$ cat src/rtl/binary_attn_pkg.sv
// Shared defaults, width helper and run-FSM state type for the binary attention-score engine.
package binary_attn_pkg;

    localparam int unsigned SEQ_LEN_DEF  = 30;
    localparam int unsigned N_HEADS_DEF  = 4;
    localparam int unsigned HEAD_DIM_DEF = 4;

    // Bits needed to hold values 0..n-1; never returns less than one bit.
    function automatic int unsigned width_of(input int unsigned n);
        return (n <= 1) ? 1 : $clog2(n);
    endfunction

    typedef enum logic {
        IDLE = 1'b0,
        RUN  = 1'b1
    } state_t;

endpackage

$ cat src/rtl/bin_popcmp.sv
// One head/key cell: Hamming distance of key vs query, thresholded to a 1-bit score.
module bin_popcmp
    import binary_attn_pkg::*;
#(
    parameter int unsigned HEAD_DIM = HEAD_DIM_DEF
) (
    input  logic [HEAD_DIM-1:0]              key,
    input  logic [HEAD_DIM-1:0]              query,
    input  logic [width_of(HEAD_DIM+1):0]    thr,
    output logic                             score
);

    localparam int unsigned CNT_W = width_of(HEAD_DIM + 1);

    logic [HEAD_DIM-1:0] diff;
    logic [CNT_W-1:0]    pop;

    assign diff = key ^ query;

    always_comb begin
        pop = '0;
        for (int unsigned i = 0; i < HEAD_DIM; i++) begin
            pop = pop + CNT_W'(diff[i]);
        end
    end

    // 2*pop and thr both widened by one bit so the compare cannot wrap.
    assign score = {1'b0, pop, 1'b0} > {1'b0, thr};

endmodule

$ cat src/rtl/binary_attn_score.sv
// Binary attention-score engine: run FSM, query counter, threshold latch and registered score output.
module binary_attn_score
    import binary_attn_pkg::*;
#(
    parameter int unsigned SEQ_LEN  = SEQ_LEN_DEF,
    parameter int unsigned N_HEADS  = N_HEADS_DEF,
    parameter int unsigned HEAD_DIM = HEAD_DIM_DEF,
    parameter int unsigned CNT_W    = width_of(HEAD_DIM + 1),
    parameter int unsigned THR_W    = CNT_W + 1
) (
    input  logic                                clk,
    input  logic                                rst_n,
    input  logic                                start,
    input  logic [THR_W-1:0]                    threshold,
    input  logic [SEQ_LEN*N_HEADS*HEAD_DIM-1:0] key_in,
    input  logic                                q_valid,
    output logic                                q_ready,
    input  logic [N_HEADS*HEAD_DIM-1:0]         query_in,
    output logic                                s_valid,
    input  logic                                s_ready,
    output logic [N_HEADS*SEQ_LEN-1:0]          score_out,
    output logic                                s_last,
    output logic                                busy,
    output logic                                done
);

    localparam int unsigned     QCW    = width_of(SEQ_LEN + 1);
    localparam logic [QCW-1:0]  Q_MAX  = QCW'(SEQ_LEN);
    localparam logic [QCW-1:0]  Q_LAST = QCW'(SEQ_LEN - 1);

    state_t                     state, state_nxt;
    logic [QCW-1:0]             q_cnt;
    logic [THR_W-1:0]           thr_q;
    logic [N_HEADS*SEQ_LEN-1:0] score_w;
    logic                       q_hs, s_hs, last_hs;

    assign q_hs    = q_valid & q_ready;
    assign s_hs    = s_valid & s_ready;
    assign last_hs = (state == RUN) & s_hs & s_last;

    for (genvar h = 0; h < N_HEADS; h++) begin : g_head
        for (genvar k = 0; k < SEQ_LEN; k++) begin : g_key
            bin_popcmp #(
                .HEAD_DIM(HEAD_DIM)
            ) u_cell (
                .key  (key_in[(k*N_HEADS+h)*HEAD_DIM +: HEAD_DIM]),
                .query(query_in[h*HEAD_DIM +: HEAD_DIM]),
                .thr  (thr_q),
                .score(score_w[h*SEQ_LEN+k])
            );
        end
    end

    always_ff @(posedge clk or negedge rst_n) begin
        if (!rst_n) begin
            state <= IDLE;
        end else begin
            state <= state_nxt;
        end
    end

    always_comb begin
        state_nxt = state;
        case (state)
            IDLE:    if (start)   state_nxt = RUN;
            RUN:     if (last_hs) state_nxt = IDLE;
            default:              state_nxt = IDLE;
        endcase
    end

    always_comb begin
        busy    = (state == RUN);
        q_ready = (state == RUN) && (q_cnt < Q_MAX) && (!s_valid || s_ready);
    end

    always_ff @(posedge clk or negedge rst_n) begin
        if (!rst_n) begin
            q_cnt <= '0;
            thr_q <= '0;
            done  <= 1'b0;
        end else begin
            done <= last_hs;
            if (state == IDLE && start) begin
                q_cnt <= '0;
                thr_q <= threshold;
            end else if (q_hs) begin
                q_cnt <= q_cnt + 1'b1;
            end
        end
    end

    // A new accept takes priority over draining, so the word reloads with s_valid held high.
    always_ff @(posedge clk or negedge rst_n) begin
        if (!rst_n) begin
            s_valid   <= 1'b0;
            score_out <= '0;
            s_last    <= 1'b0;
        end else if (q_hs) begin
            s_valid   <= 1'b1;
            score_out <= score_w;
            s_last    <= (q_cnt == Q_LAST);
        end else if (s_hs) begin
            s_valid   <= 1'b0;
        end
    end

endmodule

$ cat config.mk
export PLATFORM = sky130hd
export DESIGN_NAME = binary_attn_score
export DESIGN_NICKNAME = d
export VERILOG_FILES = /design/src/rtl/binary_attn_pkg.sv /design/src/rtl/bin_popcmp.sv /design/src/rtl/binary_attn_score.sv
export SDC_FILE = /design/constraint.sdc
export NUM_CORES = 1
export LEC_CHECK = 0
export ABC_CLOCK_PERIOD_IN_PS = 7930
export BUFFER_PORTS_ARGS = -buffer_cell sky130_fd_sc_hd__buf_2
export CAP_MARGIN = 25
export CORE_AREA = 3 3 241 243
export DETAILED_ROUTE_END_ITERATION = 7
export DIE_AREA = 0 0 244 246
export MAX_ROUTING_LAYER = met4
export PLACE_DENSITY = 0.69
export SYNTH_ARGS = -nofsm -noshare
export SYNTH_HDL_FRONTEND = slang
export SYNTH_HIERARCHICAL = 1
export SYNTH_SLANG_ARGS = --single-unit
$ cat constraint.sdc
create_clock -name clk -period 7.93 [get_ports clk]
set_clock_uncertainty 0.05 [all_clocks]
set_input_delay 0.3965 -clock clk [delete_from_list [all_inputs] [get_ports clk]]
set_output_delay 0.3965 -clock clk [all_outputs]
set_load 0.01 [all_outputs]
==> flow_summary.yaml <==
status:
  status: "finished clean"
floorplanning:
  fp.dieW_um: 244
  io-pin-count: 630
  start_util_pct: 45.32
  rows: 87
  die_area_mm2: 0.06002
  core_mm2: 0.05617
  chip_height_um: 246
synthesis:
  syn_area_mm2: 0.02546
  synth.ff_latch_count: 133
  yosysSeqAreaShare_pct: 13.07
  synth.distinct_cells: 35
  synth_area_per_cell_um2: 10.81
  synth_flop_cell: "sky130_fd_sc_hd__dfrtp_1"
  synth_top_cells_by_area: "sky130_fd_sc_hd__ha_1 30%, sky130_fd_sc_hd__xor2_1 17%, sky130_fd_sc_hd__dfrtp_1 13%"
  mappedNetlistNets: 3582
  yosys_warnings: 6
  count_of_mapped_cells_out_of_synthesis: 2355
  synthDominantCellAreaShare_pct: 29.59
  synth_top_area_cell: "sky130_fd_sc_hd__ha_1"
  asyncSetResetFlopFracSynth_pct: 100.0
  synth_edf_count: 0
critical_path:
  largest_fanout_of_any_net_on_the_critical_path: 62
  worstSetupEndpointType: "register"
  required_ns: 8.25
  arrival_ns: 3.44
  worstSetupStartpointType: "register"
  crit_type: "register to register"
grt:
  grtUsageTotal_pct: 25.69
  grt_first_pass_wirelength_um: 117700
  grt_max_degree: 64
  gr-total-overflow: 0
  vias_in_the_first_global_route: 22550
  grt_antenna_before_repair: 20
timing:
  slew_headroom_pct: 29.28
  min_period_ns: 3.124
  setup_ws_ns: 4.806
  hold_violations: 0
  fin_crit_sh_pct: 39.39
  setup_repair_after_global_routing_missed_its_margin: "no"
  setup_violations: 0
  report.final.slew_viol_count: 0
  max_freq_mhz: 320.1
  tightestPinTransition_ns: 1.061
  timing.setup.tns_ns: 0
clock_tree:
  clk_latency_ns: 0.48
  cts_resized: 0
  tritoncts_clock_tree: "yes"
  cts-htree-levels: 4
  cts_buffer_depth: 2
  cts.sink_count: 133
  postCtsSetupBuffers: 0
  clk_pin_slew_ns: 0.06
  total_cts_buffers: 17
  root_driver: "sky130_fd_sc_hd__clkbuf_16"
placement:
  detailedPlacementHpwl_um: 56980
  preCtsSetupSlack_ns: 4.381
  place.gp.congestion: 0.9367
  post_dp_cell_area_mm2: 0.02939
  place.port_buffers: 629
route:
  drt_first_pass_iters: 5
  routed-via-count: 19990
  route.antenna.remaining_nets: 0
  finalWirelength_um: 74800
  post_drt_via_cell_ratio: 5.280
  remaining_drc_errors: 0
  wl_per_cell_um: 19.76
  detail_route.iter0.violations: 543
run:
  cap_viol_max_count: 0
final_layout:
  post_route_cells_drive_above_1_share_pct: 34.54
  area.growth.synth_to_final_pct: 18.15
  final_net_count: 4225
  post-route-cell-area_mm2: 0.03008
power:
  pwr_density_cell_mw_per_mm2: 211.1
  static-leakage-power_nw: 16.04
  irDropWorstVdd_v: 0.0001772
  finalPower_mw: 6.351
min_path:
  min_path_type: "input port to register"
[cell usage in the layout, fill, tap and decap left out, drive strengths merged, types with 2 or more instances in the layout]
cell | netlist | layout
bufinv | 0 | 4
nand3 | 4 | 4
o21ai | 2 | 2
fa | 120 | 120
dfrtp | 133 | 133
clkbuf | 1 | 18
buf | 15 | 639
nor2 | 124 | 124
clkinv | 0 | 3
clkinvlp | 0 | 4
nand2b | 4 | 4
nand2 | 4 | 4
nand4 | 3 | 3
and4 | 2 | 2
mux2 | 124 | 124
diode | 0 | 19
or4 | 2 | 2
xor2 | 480 | 480
inv | 361 | 364
ha | 602 | 602
a211oi | 120 | 120
nor3 | 122 | 122
o311ai | 3 | 3
o211ai | 2 | 2
and4b | 120 | 120
[metrics by stage]
step | hold WS, ns | instances | util, %
after global routing | 0.08349 | 3786 | 53.55
after floorplan | 0.05091 | 2355 | -
after detailed placement | 0.2342 | 3734 | 52.33
after global placement | 0.2318 | 3734 | 52.33
after CTS | 0.06521 | 3767 | 53.46
final | 0.1157 | 3786 | 53.55
[sequential cells by signal, summed over array words and instances, names as in the netlist]
signal,count
s_valid,1
thr_q,4
s_last,1
q_cnt,5
done,1
busy,1
score_out,120
[worst paths after layout]
| path | startpoint | end | slack (ns) | depth (start not counted) |
|---|---|---|---|---|
| max in group asynchronous | rst_n | thr_q[0]$_DFFE_PN0P_ | 6.27 | 3 |
| min in group asynchronous | rst_n | score_out[14]$_DFFE_PN0P_ | 0.28 | 2 |
| min reg2reg | score_out[109]$_DFFE_PN0P_ | score_out[109]$_DFFE_PN0P_ | 0.46 | 1 |
| min | threshold[1] | thr_q[1]$_DFFE_PN0P_ | 0.12 | 2 |
| max reg2reg | thr_q[2]$_DFFE_PN0P_ | score_out[83]$_DFFE_PN0P_ | 4.81 | 6 |
| max | thr_q[2]$_DFFE_PN0P_ | score_out[83]$_DFFE_PN0P_ | 4.81 | 6 |
[synthesized netlist by cell type, types with 2 or more instances]
cell type                    n
sky130_fd_sc_hd__ha_1      602
sky130_fd_sc_hd__xor2_1    480
sky130_fd_sc_hd__inv_1     361
sky130_fd_sc_hd__dfrtp_1   133
sky130_fd_sc_hd__nor2_1    124
sky130_fd_sc_hd__a211oi_2  120
sky130_fd_sc_hd__and4b_1   120
sky130_fd_sc_hd__fa_1      120
sky130_fd_sc_hd__nor3_2    120
sky130_fd_sc_hd__mux2_4    100
sky130_fd_sc_hd__mux2_2     24
sky130_fd_sc_hd__buf_12     11
sky130_fd_sc_hd__nand2_1     4
sky130_fd_sc_hd__nand2b_1    4
sky130_fd_sc_hd__nand3_1     4
sky130_fd_sc_hd__nand4_1     3
sky130_fd_sc_hd__o311ai_0    3
sky130_fd_sc_hd__buf_4       2
sky130_fd_sc_hd__o211ai_1    2
sky130_fd_sc_hd__o21ai_0     2
sky130_fd_sc_hd__or4_1       2
[what timing repair did]
item / in CTS / in global routing
hold endpoints to repair: 22 / 0
endpoints found under the setup margin: 0 / 0
hold buffers: 1 / 0
[worst max-delay path, cell delays in order, from the launching register on]
cell	delay (ns)
sky130_fd_sc_hd__dfrtp_4	0.96
sky130_fd_sc_hd__buf_4	0.81
sky130_fd_sc_hd__inv_1	0.12
sky130_fd_sc_hd__ha_1	0.36
sky130_fd_sc_hd__a211oi_2	0.28
sky130_fd_sc_hd__nor3_2	0.08
sky130_fd_sc_hd__mux2_4	0.26
[area by class of cell]
class | instances | area [um2]
inverters | 361 | 1355
multi-input cells | 1845 | 20520
repair buffers | 640 | 3239
clock inverters | 14 | 198.9
clock buffers | 18 | 429.2
fillers | 5058 | 26090
flip-flops and latches | 133 | 3343
well taps | 756 | 945.9
diodes | 19 | 47.55
[layer usage]
metal	track usage (%)	wire, um
met5	-	0
met2	46.12	38770
met3	5.910	4070
met1	27.35	29390
met4	10.31	2563
[logic make-up after synthesis]
| logic type | after synthesis | share of synthesized area (%) |
|---|---|---|
| xor+xnor | 480 | 16.51 |
| mux | 124 | 6.960 |
| buf+inv | 377 | 6.326 |
| fa+ha+maj | 722 | 39.02 |
| flops | 133 | 13.07 |
| compound gates | 131 | 6.232 |
| simple gates | 388 | 11.87 |
[where the power goes]
part           total, mW  leakage [nW]  switching, mW  internal (mW)
sequential          1.21          1.68          0.257          0.951
clock              0.918         0.294          0.390          0.528
combinational       4.22          14.1           2.12           2.11
total               6.35          16.0           2.77           3.58
No activity file was read; power rests on OpenSTA's default activity.
